===== src/rtl/melody_player.sv =====
// Programmable piezo melody sequencer: plays a writable {half-period, length} note table
// as a square wave, with an articulation gap after each note and optional looping.
module melody_player #(
  parameter int PERIOD_W   = 16,
  parameter int LEN_W      = 8,
  parameter int DEPTH      = 16,
  parameter int ADDR_W     = 4,
  parameter int UNIT_TICKS = 62500,
  parameter int GAP_TICKS  = 10000
) (
  input  logic                clk,
  input  logic                rst,
  input  logic                start,
  input  logic                stop,
  input  logic                loop_en,
  input  logic                wr_en,
  input  logic [ADDR_W-1:0]   wr_addr,
  input  logic [PERIOD_W-1:0] wr_period,
  input  logic [LEN_W-1:0]    wr_len,
  output logic                piezo_out,
  output logic                busy,
  output logic                done,
  output logic [ADDR_W-1:0]   cur_idx
);

  typedef enum logic [1:0] {IDLE, LOAD, PLAY, GAP} state_t;

  localparam int UW = $clog2(UNIT_TICKS + 1);
  localparam int GW = $clog2(GAP_TICKS + 2);
  localparam logic [UW-1:0]     UNIT_LAST = UW'(UNIT_TICKS - 1);
  localparam logic [GW-1:0]     GAP_LAST  = GW'((GAP_TICKS > 0) ? GAP_TICKS - 1 : 0);
  localparam logic [ADDR_W-1:0] IDX_LAST  = ADDR_W'(DEPTH - 1);

  logic [PERIOD_W-1:0] per_mem [DEPTH];
  logic [LEN_W-1:0]    len_mem [DEPTH];

  state_t              state_reg, state_next;
  logic [ADDR_W-1:0]   cur_idx_reg, cur_idx_next;
  logic                end_reg, end_next;      // index ran past DEPTH-1: next LOAD is an end marker
  logic [PERIOD_W-1:0] period_reg, period_next;
  logic [LEN_W-1:0]    units_reg, units_next;
  logic [UW-1:0]       unit_cnt_reg, unit_cnt_next;
  logic [PERIOD_W-1:0] tone_cnt_reg, tone_cnt_next;
  logic [GW-1:0]       gap_cnt_reg, gap_cnt_next;
  logic                piezo_reg, piezo_next;
  logic                done_reg, done_next;

  logic [PERIOD_W-1:0] rd_period;
  logic [LEN_W-1:0]    rd_len;
  logic                play_last;
  logic                adv_end;
  logic [ADDR_W-1:0]   adv_idx;

  // Table has no reset; writes are accepted in every state.
  always_ff @(posedge clk) begin
    if (wr_en && (int'(wr_addr) < DEPTH)) begin
      per_mem[wr_addr] <= wr_period;
      len_mem[wr_addr] <= wr_len;
    end
  end

  assign rd_period = per_mem[cur_idx_reg];
  assign rd_len    = len_mem[cur_idx_reg];
  assign play_last = (unit_cnt_reg == UNIT_LAST) && (units_reg == LEN_W'(1));
  assign adv_end   = (cur_idx_reg == IDX_LAST);
  assign adv_idx   = adv_end ? cur_idx_reg : cur_idx_reg + ADDR_W'(1);

  always_ff @(posedge clk or posedge rst) begin
    if (rst) begin
      state_reg    <= IDLE;
      cur_idx_reg  <= '0;
      end_reg      <= 1'b0;
      period_reg   <= '0;
      units_reg    <= '0;
      unit_cnt_reg <= '0;
      tone_cnt_reg <= '0;
      gap_cnt_reg  <= '0;
      piezo_reg    <= 1'b0;
      done_reg     <= 1'b0;
    end else begin
      state_reg    <= state_next;
      cur_idx_reg  <= cur_idx_next;
      end_reg      <= end_next;
      period_reg   <= period_next;
      units_reg    <= units_next;
      unit_cnt_reg <= unit_cnt_next;
      tone_cnt_reg <= tone_cnt_next;
      gap_cnt_reg  <= gap_cnt_next;
      piezo_reg    <= piezo_next;
      done_reg     <= done_next;
    end
  end

  always_comb begin
    state_next    = state_reg;
    cur_idx_next  = cur_idx_reg;
    end_next      = end_reg;
    period_next   = period_reg;
    units_next    = units_reg;
    unit_cnt_next = unit_cnt_reg;
    tone_cnt_next = tone_cnt_reg;
    gap_cnt_next  = gap_cnt_reg;
    piezo_next    = piezo_reg;
    done_next     = 1'b0;

    case (state_reg)
      IDLE: begin
        piezo_next = 1'b0;
        if (start && !stop) begin
          cur_idx_next = '0;
          end_next     = 1'b0;
          state_next   = LOAD;
        end
      end
      LOAD: begin
        if (end_reg || rd_len == '0) begin
          // Looping from entry 0 onto an end marker would spin forever, so that case completes.
          if (loop_en && (cur_idx_reg != '0 || end_reg)) begin
            cur_idx_next = '0;
            end_next     = 1'b0;
          end else begin
            done_next  = 1'b1;
            state_next = IDLE;
          end
        end else begin
          period_next   = rd_period;
          units_next    = rd_len;
          unit_cnt_next = '0;
          tone_cnt_next = '0;
          piezo_next    = 1'b0;
          state_next    = PLAY;
        end
      end
      PLAY: begin
        if (period_reg != '0) begin
          if (tone_cnt_reg == period_reg - PERIOD_W'(1)) begin
            tone_cnt_next = '0;
            piezo_next    = ~piezo_reg;
          end else begin
            tone_cnt_next = tone_cnt_reg + PERIOD_W'(1);
          end
        end else begin
          piezo_next = 1'b0;
        end
        if (unit_cnt_reg == UNIT_LAST) begin
          unit_cnt_next = '0;
          units_next    = units_reg - LEN_W'(1);
        end else begin
          unit_cnt_next = unit_cnt_reg + UW'(1);
        end
        if (play_last) begin
          piezo_next = 1'b0;
          if (GAP_TICKS == 0) begin
            cur_idx_next = adv_idx;
            end_next     = adv_end;
            state_next   = LOAD;
          end else begin
            gap_cnt_next = '0;
            state_next   = GAP;
          end
        end
      end
      GAP: begin
        piezo_next = 1'b0;
        if (gap_cnt_reg == GAP_LAST) begin
          cur_idx_next = adv_idx;
          end_next     = adv_end;
          state_next   = LOAD;
        end else begin
          gap_cnt_next = gap_cnt_reg + GW'(1);
        end
      end
      default: state_next = IDLE;
    endcase

    if (stop && state_reg != IDLE) begin
      state_next   = IDLE;
      piezo_next   = 1'b0;
      cur_idx_next = '0;
      end_next     = 1'b0;
      done_next    = 1'b0;
    end
  end

  assign piezo_out = piezo_reg;
  assign busy      = (state_reg != IDLE);
  assign done      = done_reg;
  assign cur_idx   = cur_idx_reg;

endmodule


===== config.mk =====
export PLATFORM = sky130hd
export DESIGN_NAME = melody_player
export DESIGN_NICKNAME = d
export VERILOG_FILES = /design/src/rtl/melody_player.sv
export SDC_FILE = /design/constraint.sdc
export NUM_CORES = 1
export LEC_CHECK = 0
export BUFFER_PORTS_ARGS = -buffer_cell sky130_fd_sc_hd__buf_2
export CAP_MARGIN = 20
export CORE_MARGIN = 2
export CORE_UTILIZATION = 46
export DETAILED_ROUTE_END_ITERATION = 16
export PLACE_DENSITY = 0.63
export SYNTH_ARGS = -nofsm -noshare
export SYNTH_HDL_FRONTEND = slang
export SYNTH_SLANG_ARGS = --single-unit

===== constraint.sdc =====
create_clock -name clk -period 2.85 [get_ports clk]
set_input_delay 0.285 -clock clk [delete_from_list [all_inputs] [get_ports clk]]
set_output_delay 0.285 -clock clk [all_outputs]
set_load 0.02 [all_outputs]

# Word-level counts from Yosys, hierarchy flattened
# Memory sizes are Yosys's and may differ from the RTL's. A register that Yosys moved wholly into a read port is not among the register bits.
# Cells that the tools add are included.
classes:
  add_sub_neg: 6
  mul: 0
  div: 0
  magnitude_cmp: 0
  n_eq_ne: 22
  shifts: 0
  n_mux: 44
  bitwise: 2
  n_reduce_logical: 25
ops:
  columns: ["cell", "n"]
  rows:
  - ["16-bit 2-to-1 mux", 4]
  - ["16-bit case mux with 2 select lines", 2]
  - ["16-bit by 1-bit adder with 16-bit output (second input constant)", 2]
  - ["14-bit 2-to-1 mux", 2]
  - ["14-bit case mux with 2 select lines", 1]
  - ["4-bit 2-to-1 mux", 6]
  - ["3-bit inequality test (second input constant)", 7]
  - ["16-bit equality test", 1]
  - ["16-bit equality test (second input constant)", 1]
  - ["1-bit 2-to-1 mux", 16]
  - ["8-bit 2-to-1 mux", 2]
  - ["8-bit case mux with 2 select lines", 1]
  - ["16-bit nonzero test", 1]
  - ["16-bit by 1-bit subtractor with 16-bit output (second input constant)", 1]
  - ["14-bit by 1-bit adder with 14-bit output (second input constant)", 1]
  - ["14-bit equality test (second input constant)", 1]
  - ["2-bit 2-to-1 mux", 6]
  - ["4-bit case mux with 3 select lines", 1]
  - ["2-bit inequality test (second input constant)", 5]
  - ["3-bit AND reduction", 3]
  - ["8-bit by 1-bit equality test with 1-bit output (second input constant)", 1]
  - ["8-bit logical NOT", 1]
  - ["2-bit case mux with 4 select lines", 1]
  - ["4-bit nonzero test", 2]
  - ["19 further kinds", 30]
totals:
  reg_bits: 63
  latch_bits: 0
  ramBits: 384
  rom_bits: 0
  input_bits: 34
  out_inout_bits: 7
  wordCells: 110
  mem_count: 2
memory_table:
  columns: ["name", "depth", "word_bits", "read_ports", "rd_clocked_by_memory_dff", "write_ports", "line_no", "rtl"]
  rows:
  - ["per_mem", 16, 16, 1, 1, 1, "34", "logic [PERIOD_W-1:0] per_mem [DEPTH];"]
  - ["len_mem", 16, 8, 1, 0, 1, "35", "logic [LEN_W-1:0] len_mem [DEPTH];"]

# Depth between registers and ports, before layout
# Gate-level depths: netlist of run 1.
logic_depth:
  ltp_word: 7
  mapped_depth: 13
  ltp_nobuf: 9

# Worst setup path before layout of run 1
# OpenSTA, ideal clock, no wires.
synth_path:
  path_type: "register -> register"
  start: "register cur_idx_reg[1] (netlist: cur_idx[1])"
  end: "register end_reg"
  setup_time_ps: 125
  arrival_ps: 3087
  required_ps: 2725
  path_slack_ps: -362
  path_stages_with_launch: 14
  path_buffers: 5
  period_less_slack_ps: 3212
  cell_sequence: "dfrtp_1 > buf_6 > buf_6 > buf_4 > buf_1 > clkbuf_1 > inv_1 > ha_1 > inv_1 > o41ai_1 > inv_1 > a31oi_1 > nor2b_2 > mux2_2"
synth_between:
  elab_chain_len: 5
  elab_cells_between_ends: 13
  cone_classes: "3 x eq/ne; 3 x mux; 6 x reduce/logical; 1 x memory"
synth_lines:
  columns: ["element", "line_no", "rtl"]
  rows:
  - ["from (decl)", "38", "logic [ADDR_W-1:0] cur_idx_reg, cur_idx_next;"]
  - ["from (signal assigned)", "82", "cur_idx_reg <= cur_idx_next;"]
  - ["memory read 16 x 8 bit or 4-bit nonzero test (tied branches)", null, null]
  - ["8-bit logical NOT or 1-bit logical OR (tied branches)", "116, 118", null]
  - ["1-bit logical OR or 1-bit logical AND (tied branches)", "116, 118", null]
  - ["3-bit inequality test (no source line)", null, null]
  - ["5-bit AND reduction (no source line)", null, null]
  - ["to (signal assigned)", "83", "end_reg <= end_next;"]
  - ["to (decl)", "39", "logic end_reg, end_next;"]
# Parallel ways exist; a longest one is shown, timed or not. The select of a mux whose other input is x is not followed.
# A chain may end at the register's enable or synchronous reset.

# Worst setup path in the final report of run 1
layout_path:
  start: "register cur_idx_reg[1] (netlist: cur_idx[1])"
  end: "register state_reg[1]"
layout_between:
  elab_chain_len: 6
  elab_cells_between_ends: 11
  cone_classes: "1 x eq/ne; 3 x mux; 6 x reduce/logical; 1 x memory"
layout_lines:
  columns: ["element", "line_no", "rtl"]
  rows:
  - ["memory read 16 x 8 bit", null, null]
  - ["8-bit logical NOT", "116", "if (end_reg || rd_len == '0) begin"]
  - ["1-bit logical OR", "116", null]
  - ["2-bit 2-to-1 mux", "116", null]
  - ["2-bit case mux with 4 select lines", "106", "case (state_reg)"]
  - ["2-bit 2-to-1 mux", "176", "if (stop && state_reg != IDLE) begin"]
  - ["to (signal assigned)", "81", "state_reg <= state_next;"]
  - ["to (decl)", "37", "state_t state_reg, state_next;"]
# Parallel ways exist; a longest one is shown, timed or not.

==> results of run 1 <==
## metal layers
layer	wire [um]	vias up	global-route usage, %
met2	20000	229	30.3
met3	1750	62	2.68
met4	890	2	5.60
li1	-	4827	-
met5	13	-	0
met1	18600	5560	27.3
## layout make-up
cell class | count | share of cell area [%]
diodes | 1 | 0.0108
well taps | 539 | 2.90
flip-flops and latches | 463 | 58.2
clock inverters | 23 | 1.01
clock buffers | 62 | 5.67
multi-input cells | 587 | 26.4
inverters | 29 | 0.474
repair buffers | 131 | 5.27
## cell families (layout without fill, tap and decap cells)
logic type | count (synthesis) | after routing
XOR/XNOR | 33 | 33
flip-flops | 463 | 463
adder cells (fa/ha/maj) | 12 | 12
AO/OA/AOI/OAI | 129 | 129
other | 0 | 1
buffers and inverters | 82 | 245
AND/OR/NAND/NOR | 261 | 261
multiplexers | 152 | 152
## worst max path at each step
stage | to | slack, ps | cells after the start
floorplan | period_reg[0] | -60 | 9
global placement | unit_cnt_reg[12] | -160 | 8
detailed placement | unit_cnt_reg[12] | -210 | 8
CTS | state_reg[1] | -110 | 9
global route | state_reg[1] | -190 | 9
finish | state_reg[1] | -110 | 9
## repair_timing
action / 4_1_cts / 5_1_grt
pin swaps: 8 / 10
gates resized for setup: 9 / 44
cloned: 0 / 4
hold buffers: 1 / 0
buffers inserted: 4 / 4
endpoints found under the hold margin: 38 / 0
setup endpoints to repair: 54 / 60
## where the power goes
group,internal [W],switching [W]
Sequential,0.00769,0.000292
Clock,0.00355,0.00259
Combinational,0.00192,0.00190
## cell usage after synthesis, types with 4 or more instances
cell type | n | share of area, %
mux4_2 | 107 | 12
nand2_1 | 54 | 1.0
xnor2_1 | 23 | 1.0
mux2i_1 | 17 | 0.87
buf_2 | 10 | 0.26
nor3_1 | 20 | 0.51
nor4b_1 | 4 | 0.18
clkbuf_1 | 30 | 0.58
and2_1 | 7 | 0.22
or3_1 | 7 | 0.22
o2bb2ai_1 | 5 | 0.22
nand4_1 | 18 | 0.58
mux2_1 | 8 | 0.46
o22ai_1 | 15 | 0.48
and3_1 | 13 | 0.42
dfrtp_1 | 79 | 10
xor2_1 | 10 | 0.45
inv_1 | 28 | 0.54
nand3b_1 | 5 | 0.19
a31oi_1 | 14 | 0.45
nor2_1 | 54 | 1.0
mux2_2 | 15 | 0.86
ha_1 | 12 | 0.77
o21ai_0 | 29 | 0.74
mux4_1 | 5 | 0.67
nor4_1 | 6 | 0.19
nor2b_1 | 8 | 0.26
nand3_1 | 32 | 0.82
a21oi_1 | 12 | 0.31
buf_1 | 6 | 0.12
edfxtp_1 | 384 | 59
a32oi_1 | 7 | 0.31
a22o_1 | 10 | 0.45
o31ai_1 | 6 | 0.23
nand2b_1 | 11 | 0.35
buf_6 | 4 | 0.23
## stage by stage
step	hold WS [ps]	worst slack (ps)	setup TNS (ps)	cells	utilization (%)
6_report	69.3	-106	-2840	1835	55.4
5_1_grt	54.8	-190	-7110	1835	55.4
4_1_cts	40.7	-106	-2910	1826	54.5
3_5_place_dp	434	-209	-6030	1736	50.6
3_3_place_gp	427	-157	-4460	1736	50.6
2_1_floorplan	384	-55.8	-610	1132	-
==> results.cfg, run 1 <==
[grt]
grt_pass1_wl_mm = 63.4
antenna_found_initial = 3
grt_max_degree = 69
grt_pass1_vias = 10800
gr-total-overflow = 0
grt_usage_pct = 18.9

[placed_design]
place_hpwl_mm = 24.4
numPortBuffers = 40
gp_congestion = 0.811
place_area_mm2 = 0.0212

[finish]
regArea_mm2 = 0.0135
multi_input_area_mm2 = 0.00614
drive_above_1_share_pct = 31.4
nFillCells = 3213
area_growth_pct = 18.6
final_cell_mix = edfxtp_1, mux4_2, dfrtp_1
fin_area_mm2 = 0.0232
largestRegisters = per_mem: 256 flops, len_mem: 128 flops
largest_reg_flops = 256
fin_nets = 1308
largest-register = per_mem
final_common_cell = edfxtp_1

[worst_setup_path]
cpMostUsedCell = buf_12
timing.rr.end = state_reg[1]
endpoint_kind = register
crit_family = multiplexers
cp.arrival_ps = 3420
worst_r2r_path_depth = 9
crit_start = cur_idx[1]
path_class = reg -> reg
required_ps = 3320
critPathMaxFanout = 18
rr_startpoint = cur_idx[1]
worst_setup_path_start_kind = register
slowest_delay_ps = 540
worstPathCellList = buf_12, mux4_2, mux2_4, or4_4, o21a_1, nor2b_2, buf_12, a21oi_1, mux2_1
slowest_stage = or4_4
path_buf_inv = 2
rrSetupSlack_ps = -110

[die]
ios = 41
row_count = 75
fp.dieH_um = 210
die_width_um = 210
initial_core_util_pct = 46.7
dieArea_mm2 = 0.0442
coreArea_mm2 = 0.0419

[yosys]
yosysUniqueCellTypes = 76
synth_flop_cell = edfxtp_1
synth-simple-area-share_pct = 7.05
synthMuxAreaShare_pct = 15.2
yosys_warnings = 0
synthesis.area_mm2 = 0.0196
ys_seq_area_share_pct = 69.0
synth_fa_ha_area_share_pct = 0.767
avgSynthCellArea_um2 = 17.3
synthArstFlopShare_pct = 17.1
syn_inst = 1132
synth-seq-cells = 463
synth_enable_flop_cells = 384
syn_nets = 1178
synth-compound-area-share_pct = 4.68
synth_xor_area_share_pct = 1.48
synth_top_family_by_area = multiplexers

[detailed_routing]
wirelength_mm = 41.2
drt_pre_antenna_iters = 5
routedWlPerCell_um = 22.5
via_count = 10700
first_iter_violations = 1016
drc_errors = 0
vias_per_cell = 5.82
ant_nets = 0

[power_and_ir_drop]
leakage_nw = 7.82
vdd.ir_drop.worst_mv = 0.465
total_power_w = 0.0179
powerDensity_mw_per_mm2 = 772

[clock_tree]
cts_tree = yes
cts_made_buffers = 50
ctsHtreeMaxLevel = 2
insertion_delay_ps = 590
cts_root_buffer = clkbuf_16
clock_sinks = 463
clk_path_buf_depth = 3
clk_pin_slew_worst_paths_ps = 60

[hold_path]
hold_end = per_mem[4][12]
worst_hold_path_type = in -> reg
whs_path_depth = 1
hp-start = wr_period[12]

[sta]
rsz0062_at_grt = yes
hold_viol = 0
slew_violations = 0
fin_ws_ps = -106
setup_viol = 46
worstMarginPinSlew_ps = 802
clock_skew_ps = 12.3
max_freq_mhz = 338
fin_crit_sh_pct = 104
min_period_ps = 2960
relSlewSlack_pct = 46.6

[status]
outcome = finished, violations left
violations = negative setup slack

[job]
cap_violations = 0
No activity file was read; power rests on OpenSTA's default activity.
==> inputs of run 2 (changes only) <==
ABC_AREA = 1   (was default)
==> results.cfg, run 2 <==
[finish]
regArea_mm2 = 0.0135
final_common_cell = edfxtp_1
fin_nets = 2057
drive_above_1_share_pct = 10.6
nFillCells = 3782
fin_area_mm2 = 0.0233
final_cell_mix = edfxtp_1, nand2_1, nor2_1
largest_reg_flops = 256
multi_input_area_mm2 = 0.00612
largest-register = per_mem
largestRegisters = per_mem: 256 flops, len_mem: 128 flops
area_growth_pct = 14.0

[detailed_routing]
first_iter_violations = 1569
routedWlPerCell_um = 19.5
via_count = 14400
drt_pre_antenna_iters = 5
wirelength_mm = 51.7
drc_errors = 0
vias_per_cell = 5.43
ant_nets = 0

[worst_setup_path]
rrSetupSlack_ps = 180
path_class = reg -> reg
worst_setup_path_start_kind = register
worst_r2r_path_depth = 10
rr_startpoint = cur_idx[0]
timing.rr.end = cur_idx[0]
endpoint_kind = register
critPathMaxFanout = 85
required_ps = 3360
cp.arrival_ps = 3170

[yosys]
synth_largest_area_cell = edfxtp_1
yosys_warnings = 0
synth-seq-cells = 463
yosysUniqueCellTypes = 43
synth_most_common_cell = edfxtp_1
synth_enable_flop_cells = 384
synth_top_area_share_pct = 56.3
syn_inst = 1961
synthArstFlopShare_pct = 17.1
synth_flop_cell = edfxtp_1
ys_top_cells_by_count = edfxtp_1, nand2_1, nor2_1
synthesis.area_mm2 = 0.0205
ys_seq_area_share_pct = 66.0
ys_top_cells_by_area = edfxtp_1, dfrtp_1, nand2_1
avgSynthCellArea_um2 = 10.4
syn_nets = 2007

[clock_tree]
ctsHtreeMaxLevel = 2
cts_tree = yes
clk_path_buf_depth = 3
cts_made_buffers = 49
clock_sinks = 463
clk_pin_slew_worst_paths_ps = 60
post_cts_buffers = 0
cts_root_buffer = clkbuf_16
insertion_delay_ps = 610

[placed_design]
numPortBuffers = 40
gp_congestion = 0.851
pre_cts_slack_ps = 82.9
place_area_mm2 = 0.0216
place_hpwl_mm = 29.3

[die]
die_width_um = 215
coreArea_mm2 = 0.0440
fp.dieH_um = 215
row_count = 77
ios = 41
dieArea_mm2 = 0.0462
initial_core_util_pct = 46.5

[sta]
worstMarginPinSlew_ps = 926
slew_violations = 0
clock_skew_ps = 27.5
hold_viol = 0
fin_crit_sh_pct = 93.5
setup_viol = 0
relSlewSlack_pct = 38.3
hold_slack_ps = 52.2
max_freq_mhz = 375
min_period_ps = 2670
fin_ws_ps = 185

[power_and_ir_drop]
vdd.ir_drop.worst_mv = 0.411
total_power_w = 0.0185
leakage_nw = 8.64
powerDensity_mw_per_mm2 = 795

[grt]
antenna_found_initial = 4
grt_pass1_wl_mm = 80.1
grt_usage_pct = 22.5
grt_max_degree = 86
gr-total-overflow = 0
grt_pass1_vias = 13800

[status]
outcome = complete, no violations

[hold_path]
worst_hold_path_type = in -> reg
whs_path_depth = 1
hold_end = per_mem[11][11]
hp-start = wr_period[11]

[job]
cap_violations = 0
run 2: cell types whose count changed after synthesis, sizes merged, moves of 77 or more:
cell / previous run / this run
mux4: 112 / 0
nor2: 54 / 340
inv: 29 / 139
o21ai: 34 / 232
nand3: 32 / 109
nand2: 55 / 373
run 2: cell families after synthesis:
| group | synth area share [%] |
|---|---|
| AO/OA/AOI/OAI | 9.17 |
| XOR/XNOR | 1.58 |
| adder cells (fa/ha/maj) | 0.733 |
| buffers and inverters | 4.77 |
| flip-flops | 66.0 |
| AND/OR/NAND/NOR | 17.8 |
run 2: through the flow:
| stage | util (%) | cells | TNS [ps] |
|---|---|---|---|
| after global routing | 53.0 | 2644 | -2.11 |
| after CTS | 52.9 | 2641 | 0 |
| after floorplan | - | 1961 | 0 |
| final | 53.0 | 2645 | 0 |
| after global placement | 49.1 | 2551 | 0 |
| after detailed placement | 49.1 | 2551 | 0 |
run 2: how the worst max path moves through the flow:
stage	cells past startpoint	slack [ps]	endpoint	start
detailed placement	15	80	units_reg[7]	cur_idx[0]
finish	10	180	cur_idx[0]	cur_idx[0]
global placement	15	180	units_reg[3]	cur_idx[0]
global route	10	-2	cur_idx[0]	cur_idx[0]
floorplan	1	540	cur_idx[0]	rst
CTS	15	60	units_reg[7]	cur_idx[0]
run 2: critical path: stages, from the launching register on:
cell and delay [ps]:
dfrtp_4 590, inv_4 120, buf_12 190, buf_4 680
ha_1 260, a31oi_1 130, nand2_1 120, nand2_2 100
nand3_2 110, nand2_1 60, nand2_1 150
run 2: repair_timing:
item / in CTS / in global routing
setup endpoints to repair: 0 / 14
hold endpoints to repair: 79 / 0
gates resized for setup: 0 / 3
hold buffers: 1 / 0
run 2: where the power goes:
part / internal, W / switching (W)
clock: 0.00385 / 0.00273
combinational: 0.00125 / 0.00275
sequential: 0.00767 / 0.000293
total: 0.0128 / 0.00578
run 2: final cells by class:
cell class                      count  area share [%]
Antenna cell                        4          0.0429
Inverter                          140            2.27
Tap cell                          592            3.17
Timing Repair Buffer               93            3.22
Clock inverter                     29            1.71
Sequential cell                   463            57.9
Multi-Input combinational cell   1264            26.2
Clock buffer                       60            5.43
run 2: metal layers:
metal	vias to the layer above	GRT usage, %	wire [um]
met2	492	37.3	24800
li1	6860	-	-
met4	0	6.74	1100
met3	70	3.44	3520
met1	6951	30.7	22200
met5	-	0	0
